<file path="src/rtl/rmst_strided_tile_loader.sv">
`default_nettype none
// ============================================================================
// rmst_strided_tile_loader : strided 2-D tile fetch through the Avalon read
// master, credit-throttled bursts, XDW->DW unpack into a downstream FIFO.
// Revision: 1.0
// ============================================================================
module rmst_strided_tile_loader #(
  parameter int DW          = 32,
  parameter int XDW         = 128,
  parameter int XAW         = 32,
  parameter int CW          = 16,
  parameter int BLEN        = 8,
  parameter int RFIFO_BEATS = 16
) (
  input  logic           clk,
  input  logic           rst,
  input  logic [XAW-1:0] cfg_base_addr,
  input  logic [CW-1:0]  cfg_row_words,
  input  logic [CW-1:0]  cfg_rows,
  input  logic [XAW-1:0] cfg_row_stride,
  input  logic           load_start,
  output logic           load_busy,
  output logic           load_done,
  output logic           rmst_fixed_location,
  output logic [XAW-1:0] rmst_read_base,
  output logic [XAW-1:0] rmst_read_length,
  output logic           rmst_go,
  input  logic           rmst_done,
  output logic           rmst_user_read_buffer,
  input  logic [XDW-1:0] rmst_user_buffer_data,
  input  logic           rmst_user_data_available,
  output logic [DW-1:0]  out_data,
  output logic           out_push,
  input  logic           out_almost_full
);

  localparam int c_wcnt     = XDW / DW;
  localparam int c_log_wcnt = $clog2(c_wcnt);
  localparam int c_bpw      = DW / 8;
  localparam int c_crw      = $clog2(RFIFO_BEATS + BLEN + 1) + 1;
  localparam int c_wvw      = $clog2(c_wcnt + 1);
  localparam int c_tw       = 2 * CW;

  typedef enum logic [2:0] {
    S_IDLE     = 3'd0,
    S_ISSUE    = 3'd1,
    S_WAIT_MST = 3'd2,
    S_FLUSH    = 3'd3,
    S_DONE     = 3'd4
  } state_t;

  state_t             r_state, w_state_nxt;
  logic [XAW-1:0]     r_row_addr, r_burst_addr, r_stride;
  logic [CW-1:0]      r_rows_left, r_words_left, r_row_words;
  logic [c_tw-1:0]    r_total, r_popped, r_pushed;
  logic [c_crw-1:0]   r_credits;
  logic               r_skip;
  logic [XDW-1:0]     r_shift;
  logic [c_wvw-1:0]   r_wv;
  logic [DW-1:0]      r_out_data;
  logic               r_out_push;

  logic [CW-1:0]      w_blen, w_words_next;
  logic [c_crw-1:0]   w_beats;
  logic [XAW-1:0]     w_len_bytes;
  logic               w_go, w_start, w_row_end, w_emit, w_pop;

  assign w_blen       = (r_words_left > CW'(BLEN)) ? CW'(BLEN) : r_words_left;
  assign w_beats      = c_crw'(w_blen >> c_log_wcnt);
  assign w_len_bytes  = XAW'(w_blen) * XAW'(c_bpw);
  assign w_words_next = r_words_left - w_blen;
  assign w_row_end    = (w_words_next == '0);
  assign w_start      = (r_state == S_IDLE) && load_start;
  assign w_go         = (r_state == S_ISSUE) && rmst_done &&
                        ((r_credits + w_beats) <= c_crw'(RFIFO_BEATS));

  // A new beat may enter only as the last word of the held one leaves.
  assign w_emit = (r_wv != '0) && !out_almost_full;
  assign w_pop  = rmst_user_data_available && !out_almost_full &&
                  ((r_wv == '0) || ((r_wv == c_wvw'(1)) && w_emit)) &&
                  (r_popped < r_total);

  always_ff @(posedge clk or posedge rst) begin
    if (rst) r_state <= S_IDLE;
    else     r_state <= w_state_nxt;
  end

  always_comb begin
    w_state_nxt = r_state;
    case (r_state)
      S_IDLE:
        if (load_start)
          w_state_nxt = ((cfg_rows == '0) || (cfg_row_words == '0)) ? S_DONE : S_ISSUE;
      S_ISSUE:
        if (w_go) w_state_nxt = S_WAIT_MST;
      S_WAIT_MST:
        // The master may still look idle on the cycle right after go.
        if (!r_skip && rmst_done)
          w_state_nxt = (r_rows_left != '0) ? S_ISSUE : S_FLUSH;
      S_FLUSH:
        if ((r_pushed == r_total) && (r_wv == '0)) w_state_nxt = S_DONE;
      S_DONE:
        w_state_nxt = S_IDLE;
      default:
        w_state_nxt = S_IDLE;
    endcase
  end

  always_ff @(posedge clk or posedge rst) begin
    if (rst) begin
      r_row_addr   <= '0;
      r_burst_addr <= '0;
      r_stride     <= '0;
      r_rows_left  <= '0;
      r_words_left <= '0;
      r_row_words  <= '0;
      r_total      <= '0;
      r_skip       <= 1'b0;
    end else begin
      r_skip <= w_go;
      if (w_start) begin
        r_row_addr   <= cfg_base_addr;
        r_burst_addr <= cfg_base_addr;
        r_stride     <= cfg_row_stride;
        r_rows_left  <= cfg_rows;
        r_words_left <= cfg_row_words;
        r_row_words  <= cfg_row_words;
        r_total      <= c_tw'(cfg_rows) * c_tw'(cfg_row_words);
      end else if (w_go) begin
        if (w_row_end) begin
          r_row_addr   <= r_row_addr + r_stride;
          r_burst_addr <= r_row_addr + r_stride;
          r_rows_left  <= r_rows_left - CW'(1);
          r_words_left <= r_row_words;
        end else begin
          r_burst_addr <= r_burst_addr + w_len_bytes;
          r_words_left <= w_words_next;
        end
      end
    end
  end

  always_ff @(posedge clk or posedge rst) begin
    if (rst) begin
      r_credits  <= '0;
      r_popped   <= '0;
      r_pushed   <= '0;
      r_shift    <= '0;
      r_wv       <= '0;
      r_out_data <= '0;
      r_out_push <= 1'b0;
    end else begin
      r_credits <= r_credits + (w_go ? w_beats : '0) - (w_pop ? c_crw'(1) : '0);
      if (w_start) begin
        r_popped <= '0;
        r_pushed <= '0;
      end else begin
        if (w_pop)  r_popped <= r_popped + c_tw'(c_wcnt);
        if (w_emit) r_pushed <= r_pushed + c_tw'(1);
      end
      if (w_pop) begin
        r_shift <= rmst_user_buffer_data;
        r_wv    <= c_wvw'(c_wcnt);
      end else if (w_emit) begin
        r_shift <= r_shift >> DW;
        r_wv    <= r_wv - c_wvw'(1);
      end
      r_out_push <= w_emit;
      if (w_emit) r_out_data <= r_shift[DW-1:0];
    end
  end

  assign load_busy             = (r_state == S_ISSUE) || (r_state == S_WAIT_MST) ||
                                 (r_state == S_FLUSH);
  assign load_done             = (r_state == S_DONE);
  assign rmst_fixed_location   = 1'b0;
  assign rmst_read_base        = r_burst_addr;
  assign rmst_read_length      = w_len_bytes;
  assign rmst_go               = w_go;
  assign rmst_user_read_buffer = w_pop;
  assign out_data              = r_out_data;
  assign out_push              = r_out_push;

endmodule
`default_nettype wire

</file>
<file path="config.mk">
export PLATFORM = sky130hd
export DESIGN_NAME = rmst_strided_tile_loader
export DESIGN_NICKNAME = d
export VERILOG_FILES = /design/src/rtl/rmst_strided_tile_loader.sv
export SDC_FILE = /design/constraint.sdc
export NUM_CORES = 2
export LEC_CHECK = 0
export ABC_AREA = 1
export CAP_MARGIN = 20
export CORE_MARGIN = 5
export CORE_UTILIZATION = 35
export CTS_BUF_LIST = sky130_fd_sc_hd__clkbuf_4 sky130_fd_sc_hd__clkbuf_8
export DETAILED_ROUTE_END_ITERATION = 10
export PLACE_DENSITY_LB_ADDON = 0.25
export SYNTH_ARGS = -nofsm -noshare
export SYNTH_HDL_FRONTEND = slang
export SYNTH_SLANG_ARGS = --single-unit
</file>
<file path="constraint.sdc">
create_clock -name clk -period 18.5 [get_ports clk]
set_input_delay 4.625 -clock clk [delete_from_list [all_inputs] [get_ports clk]]
set_output_delay 4.625 -clock clk [all_outputs]
set_load 0.01 [all_outputs]
</file>
==> reports/metrics.csv <==
stage,metric,value,unit
drt,ant_nets,0,
floorplan,die_area,0.0995,sq mm
cells_and_area,regArea,0.0103,sq mm
global_route,antenna_found_initial,13,
sta,worst_pin_slew,1.10,ns
global_route,grt_usage,19.6,%
cells_and_area,final_cell_mix,"nand2_1, inv_1, dfrtp_1, clkdlybuf4s50_1, nand3_1",
cells_and_area,drive_gt1_share,4.48,%
placement,dp_hpwl,72400,um
pwr,clkPwrFrac,15.6,%
clock_network,post-cts-setup-buffers,0,
floorplan,num_rows,112,
worst_setup_path,rr_worst_depth,20,
floorplan,coreArea,0.0930,sq mm
synthesis,async_flop_share,100,%
placement,placed_cell_area,0.0367,sq mm
global_route,overflow,0,
placement,place.gp.congestion,0.890,
floorplan,die_h,316,um
worst_setup_path,rr_endpoint,r_row_addr[14],
drt,drc,0,
cells_and_area,fillers,9683,
sta,fin_skew,0.0575,ns
placement,io_buffers,302,
floorplan,ioPinCount,332,
global_route,first_global_vias,28700,
clock_network,clk_latency,0.74,ns
worst_setup_path,r2r-start,r_words_left[5],
clock_network,ctsResizeCount,0,
global_route,grt_max_degree,173,
drt,vias,28800,
pwr,ir_drop,0.147,mV
sta,setup_viol,0,
worst_setup_path,r2r_slack,13.63,ns
drt,wl,99500,um
pwr,p_seq_share,22.1,%
synthesis,synth-seq-area-share,31.6,%
cells_and_area,multi_input_area,0.0189,sq mm
synthesis,syn_inst,4316,
sta,min_period,12.28,ns
sta,rsz0062_at_grt,false,
synthesis,syn_area,0.0327,sq mm
clock_network,cts.sinks,412,
cells_and_area,finalInstanceArea,0.0385,sq mm
synthesis,synth_edf_count,0,
worst_setup_path,cp-start-kind,input port,
sta,max_slew_margin,26.3,%
cells_and_area,area_growth,17.9,%
worst_setup_path,end_kind,primary output,
floorplan,die_w,316,um
pwr,p_sw,3.24,mW
drt,drt_iter0_markers,1943,
sta,hold_violations,0,
drt,viasPerCell,4.91,
synthesis,ys_seq_elements,412,
clock_network,hold_buffers,0,
clock_network,cts_tree,built,
sta,fin_setup_tns,0,ns
synthesis,synth_flop_cell,dfrtp_1,
synthesis,synth.distinct_cells,53,
floorplan,start_util,35.1,%
sta,whs,0.469,ns
drt,drtPass1Iterations,5,
flow_run,maxCapViolations,0,
worst_setup_path,worstPathRequired,13.88,ns
sta,fmax,81.5,MHz
worst_setup_path,cp-endpoint,rmst_user_read_buffer,
pwr,intPower,3.35,mW
clock_network,htree_levels,3,
clock_network,clk_pin_slew,0.05,ns
synthesis,syn_avg_cell_area,7.57,sq um
pwr,p_comb_share,62.3,%
outcome,status,"complete, no violations",
pwr,power_density,171,mW/mm^2
pwr,p_leak,19.2,nW
global_route,grt_first_pass_wirelength,158000,um
cells_and_area,nets,5171,
clock_network,cts-root-buf,clkbuf_8,
pwr,p_sw_share,49.1,%
clock_network,cts_made_buffers,82,
worst_setup_path,arrival,7.65,ns
drt,post_drt_wl_per_cell,17.0,um
sta,fin_crit_sh,66.4,%
worst_setup_path,startpoint,out_almost_full,
clock_network,clockBufferDepth,3,
worst_setup_path,cp_max_fo,74,
worst_hold_path,hold_path_class,flip-flop to flip-flop,
worst_setup_path,crit_type,input port to primary output,
cells_and_area,layout_commonest_cell,nand2_1,
sta,maxSlewViolCount,0,
synthesis,yosysWarnings,0,
==> logic make-up (layout without fill, tap and decap cells) <==
logic type                 Yosys count  in the layout  share of synthesized area (%)
muxes                                1              1                         0.0306
other                                2             60                         0.0230
xor gates and xnor gates           104            104                           2.79
DFF                                412            412                           31.6
and+or+nand+nor                   1837           1837                           23.3
AOI/OAI and AO/OA                  627            627                           11.2
adders and majority gates          401            401                           19.9
buffers and inverters              932           1171                           11.1
==> synth_stat cells (all sizes together), types with 73 or more instances <==
| master | number | area [sq um] |
|---|---|---|
| buf | 84 | 454 |
| dfrtp | 412 | 10300 |
| nand3 | 296 | 1490 |
| o21ai | 229 | 1150 |
| inv | 699 | 2620 |
| ha | 203 | 2540 |
| a21oi | 190 | 951 |
| xor2 | 73 | 639 |
| fa | 198 | 3960 |
| nand2 | 1193 | 4490 |
| nor2 | 199 | 774 |
| clkbuf | 147 | 552 |
==> metal layers <==
layer	GRT usage (%)	vias to the layer above	share of wire, %	wire, um
met5	0	-	0.013	13
met1	26.0	13900	44	43900
met2	33.5	633	49	48700
li1	-	14100	-	-
met4	6.16	2	2.6	2630
met3	2.76	143	4.4	4370
==> sequential cells by signal, summed over array words and instances, names as in the netlist, 30 cells and up <==
register / count
out_data: 32
r_stride: 32
r_popped: 30
rmst_read_base: 32
r_pushed: 32
r_shift: 128
r_row_addr: 32
r_total: 32
==> critical path: stages <==
cell and delay [ns]:
clkdlybuf4s50_1 0.40, inv_1 0.19, nand4_1 0.13, a31oi_1 0.18
nand2_1 0.09, a211oi_1 0.38, nand2_4 0.38, inv_6 0.59
clkdlybuf4s50_1 0.65
==> worst min-delay path by stage <==
stage               startpoint               to  slack [ns]  depth (start not counted)
3_5_place_dp   r_row_words[10]  r_row_words[10]        0.46                          2
5_1_grt         r_row_words[2]   r_row_words[2]        0.50                          2
4_1_cts         r_row_words[8]   r_row_words[8]        0.47                          2
6_report        r_row_words[8]   r_row_words[8]        0.47                          2
2_1_floorplan  r_row_words[10]  r_row_words[10]        0.44                          2
3_3_place_gp    r_row_words[8]   r_row_words[8]        0.45                          2
==> metrics by stage <==
step | utilization, % | power, mW | worst slack [ns] | cells
final | 41.4 | 6.60 | 6.22 | 5867
after floorplan | - | 4.37 | 2.41 | 4362
after global routing | 41.4 | 7.28 | 5.95 | 5867
after detailed placement | 39.4 | 5.59 | 6.18 | 5708
after CTS | 41.3 | 6.66 | 6.18 | 5853
after global placement | 39.4 | 5.56 | 6.25 | 5708
==> area by class of cell <==
| class | count | area share [%] |
|---|---|---|
| inverter | 701 | 6.88 |
| multi-input combinational | 3018 | 49.1 |
| timing repair buffer | 325 | 8.38 |
| tap | 1254 | 4.07 |
| clock buffer | 121 | 3.98 |
| sequential | 412 | 26.8 |
| antenna | 12 | 0.0780 |
| clock inverter | 24 | 0.702 |
==> power groups by stage <==
| stage | combinational (mW) | clock [mW] | sequential [mW] |
|---|---|---|---|
| 5_1_grt | 4.68 | 1.10 | 1.50 |
| 3_3_place_gp | 4.09 | 0 | 1.47 |
| 2_1_floorplan | 2.95 | 0 | 1.42 |
| 3_5_place_dp | 4.11 | 0 | 1.47 |
| 4_1_cts | 4.14 | 1.06 | 1.46 |
| 6_report | 4.11 | 1.03 | 1.46 |
Power figures use the tool's default switching activity.
